`src/rtl/mem_port_arbiter.sv`:
```
// Shares one SRAM port between instruction fetch and the MEM stage.
// Each grant runs a fixed-length access and then pulses ready to its owner.
module mem_port_arbiter #(
  parameter int WAIT_CYCLES = 5,
  parameter int ADDR_W      = 17,
  parameter int DATA_W      = 32
) (
  input  logic              clk,
  input  logic              rst_n,
  input  logic              if_req,
  input  logic [31:0]       if_addr,
  output logic [DATA_W-1:0] if_rdata,
  output logic              if_ready,
  input  logic              mem_rd,
  input  logic              mem_wr,
  input  logic [31:0]       mem_addr,
  input  logic [DATA_W-1:0] mem_wdata,
  output logic [DATA_W-1:0] mem_rdata,
  output logic              mem_ready,
  output logic              sram_en,
  output logic              sram_we,
  output logic [ADDR_W-1:0] sram_addr,
  output logic [DATA_W-1:0] sram_wdata,
  input  logic [DATA_W-1:0] sram_rdata
);

  localparam int CNT_W = (WAIT_CYCLES > 1) ? $clog2(WAIT_CYCLES) : 1;

  typedef enum logic [1:0] {S_IDLE, S_ACCESS, S_DONE} state_t;

  state_t              state_q, state_d;
  logic [CNT_W-1:0]    cnt_q, cnt_d;
  logic                own_mem_q, own_mem_d;
  logic                we_q, we_d;
  logic [ADDR_W-1:0]   addr_q, addr_d;
  logic [DATA_W-1:0]   wdata_q, wdata_d;
  logic [DATA_W-1:0]   if_rdata_q, if_rdata_d;
  logic [DATA_W-1:0]   mem_rdata_q, mem_rdata_d;

  // Byte-offset and high address bits never reach the word-addressed SRAM.
  logic unused_addr_bits;
  assign unused_addr_bits = ^{if_addr[31:ADDR_W+2], if_addr[1:0],
                              mem_addr[31:ADDR_W+2], mem_addr[1:0]};

  always_ff @(posedge clk or negedge rst_n) begin
    if (!rst_n) begin
      state_q     <= S_IDLE;
      cnt_q       <= '0;
      own_mem_q   <= 1'b0;
      we_q        <= 1'b0;
      addr_q      <= '0;
      wdata_q     <= '0;
      if_rdata_q  <= '0;
      mem_rdata_q <= '0;
    end else begin
      state_q     <= state_d;
      cnt_q       <= cnt_d;
      own_mem_q   <= own_mem_d;
      we_q        <= we_d;
      addr_q      <= addr_d;
      wdata_q     <= wdata_d;
      if_rdata_q  <= if_rdata_d;
      mem_rdata_q <= mem_rdata_d;
    end
  end

  always_comb begin
    state_d     = state_q;
    cnt_d       = cnt_q;
    own_mem_d   = own_mem_q;
    we_d        = we_q;
    addr_d      = addr_q;
    wdata_d     = wdata_q;
    if_rdata_d  = if_rdata_q;
    mem_rdata_d = mem_rdata_q;
    unique case (state_q)
      S_IDLE: begin
        // MEM wins over fetch; a simultaneous rd+wr is a store.
        if (mem_rd || mem_wr) begin
          state_d   = S_ACCESS;
          cnt_d     = CNT_W'(WAIT_CYCLES - 1);
          own_mem_d = 1'b1;
          we_d      = mem_wr;
          addr_d    = mem_addr[ADDR_W+1:2];
          wdata_d   = mem_wdata;
        end else if (if_req) begin
          state_d   = S_ACCESS;
          cnt_d     = CNT_W'(WAIT_CYCLES - 1);
          own_mem_d = 1'b0;
          we_d      = 1'b0;
          addr_d    = if_addr[ADDR_W+1:2];
          wdata_d   = mem_wdata;
        end
      end
      S_ACCESS: begin
        if (cnt_q == '0) begin
          state_d = S_DONE;
          if (!we_q) begin
            if (own_mem_q) mem_rdata_d = sram_rdata;
            else           if_rdata_d  = sram_rdata;
          end
        end else begin
          cnt_d = cnt_q - 1'b1;
        end
      end
      S_DONE:  state_d = S_IDLE;
      default: state_d = S_IDLE;
    endcase
  end

  always_comb begin
    sram_en    = (state_q == S_ACCESS);
    sram_we    = (state_q == S_ACCESS) && we_q;
    sram_addr  = addr_q;
    sram_wdata = wdata_q;
    if_ready   = (state_q == S_DONE) && !own_mem_q;
    mem_ready  = (state_q == S_DONE) && own_mem_q;
    if_rdata   = if_rdata_q;
    mem_rdata  = mem_rdata_q;
  end

endmodule
```
`config.mk`:
```
export PLATFORM = sky130hd
export DESIGN_NAME = mem_port_arbiter
export DESIGN_NICKNAME = d
export VERILOG_FILES = /design/src/rtl/mem_port_arbiter.sv
export SDC_FILE = /design/constraint.sdc
export NUM_CORES = 1
export LEC_CHECK = 0
export CAP_MARGIN = 15
export CORE_MARGIN = 4
export CORE_UTILIZATION = 43
export CTS_CLUSTER_DIAMETER = 30
export DETAILED_ROUTE_END_ITERATION = 7
export MAX_ROUTING_LAYER = met4
export PLACE_DENSITY = 0.87
export REMOVE_ABC_BUFFERS = 1
export SYNTH_ARGS = -nofsm -noshare
export SYNTH_HDL_FRONTEND = slang
export SYNTH_SLANG_ARGS = --single-unit
```
`constraint.sdc`:
```
create_clock -name clk -period 2.9 [get_ports clk]
set_clock_uncertainty 0.1 [all_clocks]
set_input_delay 0.58 -clock clk [delete_from_list [all_inputs] [get_ports clk]]
set_output_delay 0.58 -clock clk [all_outputs]
set_load 0.02 [all_outputs]
```
# Word-level counts from Yosys, hierarchy flattened
# Cells that the tools add are included.
[classes]
n_addsub = 1
n_eq_ne = 5
muxes = 15
n_bitwise = 2
n_reduce_logical = 14
[ops]
columns = ["op", "count"]
rows = [
  ["32-bit 2-to-1 mux", 2],
  ["17-bit 2-to-1 mux", 2],
  ["3-bit 2-to-1 mux", 3],
  ["4-bit AND reduction", 2],
  ["2-bit 2-to-1 mux", 3],
  ["3-bit case mux with 2 select lines", 1],
  ["2-bit case mux with 2 select lines", 1],
  ["2-bit AND reduction", 2],
  ["2-bit nonzero test", 2],
  ["1-bit logical AND", 3],
  ["3-bit zero test", 1],
  ["1-bit 2-to-1 mux", 3],
  ["3-bit != test (second input constant)", 1],
  ["3-bit AND reduction", 1],
  ["3-bit by 1-bit subtractor with 3-bit output (second input constant)", 1],
  ["2-bit by 1-bit equality test with 1-bit output (second input constant)", 1],
  ["2-bit equality test (second input constant)", 1],
  ["2-bit zero test", 1],
  ["2-bit by 1-bit != test with 1-bit output (second input constant)", 1],
  ["2-bit != test (second input constant)", 1],
  ["1-bit NOT", 2],
  ["1-bit zero test", 1],
  ["1-bit logical OR", 1],
]
[word_totals]
ff_bits = 120
inputBits = 133
out_inout_bits = 117
elab_cells = 45

# Longest topological paths before layout
[logic_depth]
depth_word = 3
depth_mapped = 6

# Least setup slack after synthesis
# Ideal clock, no wire load.
[synth_path]
path_kind = "input to register"
from = "input port mem_wr"
to = "register addr_q[10] (netlist: sram_addr[10])"
arrival_ns = 1.664
required_ns = 2.675
setup_slack_ns = 1.012
path_stages = 4
path_buffers = 1
path_cell_list = "nor2_2 -> buf_4 -> mux2_2 -> mux2_2"
[synth_via]
elab_chain_cells = 3
[synth_rtl]
columns = ["element", "line", "text"]
rows = [
  ["from (decl)", "15", "input logic mem_wr,"],
  ["1-bit logical OR *", "79", "if (mem_rd || mem_wr) begin"],
  ["2-bit nonzero test (no source line)", "n/a", ""],
  ["2-bit AND reduction (no source line)", "n/a", ""],
  ["to (signal assigned)", "60", "addr_q <= addr_d;"],
  ["to (decl)", "35", "logic [ADDR_W-1:0] addr_q, addr_d;"],
]
# Every way passes the cells marked *; elsewhere a longest branch is shown, timed or not.
# A chain may end at the register's enable or synchronous reset.

# Worst setup path after layout
[layout_path]
from = "register state_q[1]"
to = "output port sram_we"
[layout_via]
elab_chain_cells = 2
[layout_rtl]
columns = ["element", "line", "text"]
rows = [
  ["from (decl)", "31", "state_t state_q, state_d;"],
  ["from (signal assigned)", "56", "state_q <= state_d;"],
  ["2-bit by 1-bit equality test with 1-bit output", "113", "sram_we = (state_q == S_ACCESS) && we_q;"],
  ["1-bit logical AND", "113", ""],
  ["to (decl)", "21", "output logic sram_we,"],
]
# No other way between the ends.

==> impl_results.md <==
* Outcome: complete, no violations
* Placed Area at 7260 um2
* Final Cell Area at 7880 um2
* Main synth FF type: dfrtp_1
* Clock sink count at 120
* Area leader, netlist: dfrtp_1
* Total negative setup slack at 0 ps
* Most common cell in the netlist: dfrtp_1
* Die ar. at 13,200 um2
* Final Power at 9920 uW
* WL/cell at 18.7 um
* Crit-path slowest cell: clkdlybuf4s50_1
* CORE AREA at 11,000 um2
* Clock buffer depth at 2
* RSZ-0062 raised after global routing: no
* Period Utilization, post-route at 89.2%
* FF-to-FF path depth at 5
* Share of cells above drive strength 1 at 30.5%
* Routed WL at 12,700 um
* Post-synthesis average cell area at 16.9 um2
* Post-DP HPWL at 9170 um
* Worst Path Max Fanout at 6
* Critical Path AT at 1910 ps
* Worst-path cell chain: nand2b_1 > inv_1 > and2_1 > clkdlybuf4s50_1
* Mapped Area at 4920 um2
* Pleak at 0.00339 uW
* Max-cap violations at 0
* Final setup viols at 0
* CTS tree: built
* Worst skew pair latency at 400 ps
* First-pass GRT wire length at 20,100 um
* Startpoint types: register
* Chip height at 115 um
* EDFF count, synth at 0
* Async SR Flop Fraction at 100%
* Kind of end point of the critical path: output pin
* H-Tree Depth at 4
* Initial antenna violation count at 0
* Global route overflow at 0
* Die W at 115 um
* Initial Util at 44.6%
* Final Critical Period at 2590 ps
* Post-cts resize count at 0
* Starting DRT DRC Count at 102
* Peak supply drop at 0.883 mV
* Antenna Nets Post-Route at 0
* Critical R2R Capture: mem_rdata[6]$_DFFE_PN0P_
* Clk root buf: clkbuf_16
* IO Count at 250
* Rows at 38
* Fin. Hold Viols at 0
* Highest clock rate at 387 MHz
* CTS clk-pin slew, worst paths at 50 ps
* Placer Congestion at 0.800
* Least-Margin Pin Slew at 676 ps
* DRC violations left at 0
* FF+latch count, synth at 120
* Reg2reg setup slack at 670 ps
* Worst slew margin at 55.0%
* Classification of the worst setup path: reg -> out
* Mapped Cells at 292
* CTS buffer count at 17
* Largest net degree at the start of global routing at 59
* CTS Hold Bufs at 0
* Final hold slack at 66.4 ps
* YS warnings at 0
* Post-synthesis sequential area ratio at 61.0%
* Fin. max-slew vios at 0
* Setup bufs post-CTS at 0
* Distinct cells, synth at 28
* Worst min path class: in -> async
* Top cells by area, synth: dfrtp_1 (61%), mux2_2 (21%), mux2_4 (9.1%)
* Vias in the first global route at 3,838
* R2R Path Start: cnt_q[0]$_DFFE_PN0P_
* Delay of the slowest critical-path stage at 600 ps
* Routed vias at 3,304
* Ant diodes at 0
* Average vias per placed instance at 4.88
* Final #Nets at 659
* Share of the synthesized area in the top cell type at 61.0%
* Synth top cells by count: dfrtp_1 (120), mux2_2 (92), mux2_4 (30)
* First-pass iteration count of the detailed router at 4
* Worst Path Required at 2220 ps
* Pwr/cell area at 1260 nW/um2
* Critical path's top delay family: buffers and inverters
* Worst setup startpoint: state_q[1]$_DFFE_PN0P_
* Tot GR Track Use at 20.6%
* Area Growth Syn to Fin at 60.0%
* CP bufs+invs at 2
* Port Buffers at 219
[where the power goes]
group | switching [uW] | internal (uW)
logic | 2110 | 2600
clock network | 701 | 1460
registers | 496 | 2550
[metrics by stage]
step	instances	util (%)	setup WS [ps]
after CTS	677	71.4	299
after detailed placement	645	65.8	566
after global placement	645	65.8	602
after global routing	677	71.4	209
final	677	71.4	313
after floorplan	280	-	777
[sequential cells by signal, indices dropped and copies added (netlist names)]
name        count
own_mem_q       1
we_q            1
if_rdata       32
state_q         2
mem_rdata      32
sram_wdata     32
cnt_q           3
sram_addr      17
[worst max path at each step]
stage	slack [ps]	endpoint	cells past startpoint
finish	310	sram_we	4
global route	210	sram_we	4
global placement	600	sram_addr[10]$_DFFE_PN0P_	5
floorplan	780	sram_wdata[0]$_DFFE_PN0P_	3
detailed placement	570	sram_addr[14]$_DFFE_PN0P_	5
CTS	300	sram_we	4
[cell families after synthesis]
| family | after synthesis | share of synthesized area, % |
|---|---|---|
| muxes | 132 | 32.5 |
| DFF | 120 | 61.0 |
| and+or+nand+nor | 17 | 2.62 |
| buffers and inverters | 15 | 2.52 |
| AOI/OAI and AO/OA | 5 | 0.737 |
| adders and majority gates | 2 | 0.508 |
| xor gates and xnor gates | 1 | 0.178 |
[cell usage in the layout, fill, tap and decap left out, types with 2 or more instances in the layout]
cell type / Yosys / final
buf_12: 0 / 3
buf_4: 6 / 4
clkinv_2: 0 / 3
o22ai_1: 2 / 2
clkbuf_8: 0 / 5
mux2_1: 9 / 9
nor2_1: 3 / 3
nand2b_1: 2 / 2
bufinv_16: 0 / 3
ha_1: 2 / 2
dfrtp_1: 120 / 120
inv_1: 3 / 3
clkbuf_1: 0 / 3
clkdlybuf4s50_1: 0 / 218
mux2_4: 30 / 30
mux2_2: 92 / 92
clkbuf_16: 0 / 17
[metal layers]
| layer | part of all wire [%] | vias up | wire (um) | GRT usage (%) |
|---|---|---|---|---|
| met4 | 1.5 | 0 | 184 | 6.65 |
| li1 | - | 1503 | - | - |
| met1 | 39 | 1624 | 4950 | 23.4 |
| met2 | 49 | 163 | 6150 | 32.9 |
| met5 | 0 | - | 0 | - |
| met3 | 11 | 14 | 1390 | 9.21 |
[final cells by class]
type                    count  area (um2)
multi-input cells         157        1800
clock buffers              25         505
flip-flops and latches    120        3000
well taps                 140         175
repair buffers            225        2270
inverters                   3        11.3
clock inverters             7         114
fillers                   715        3150
Note: power is estimated with default switching activity, not from simulation.
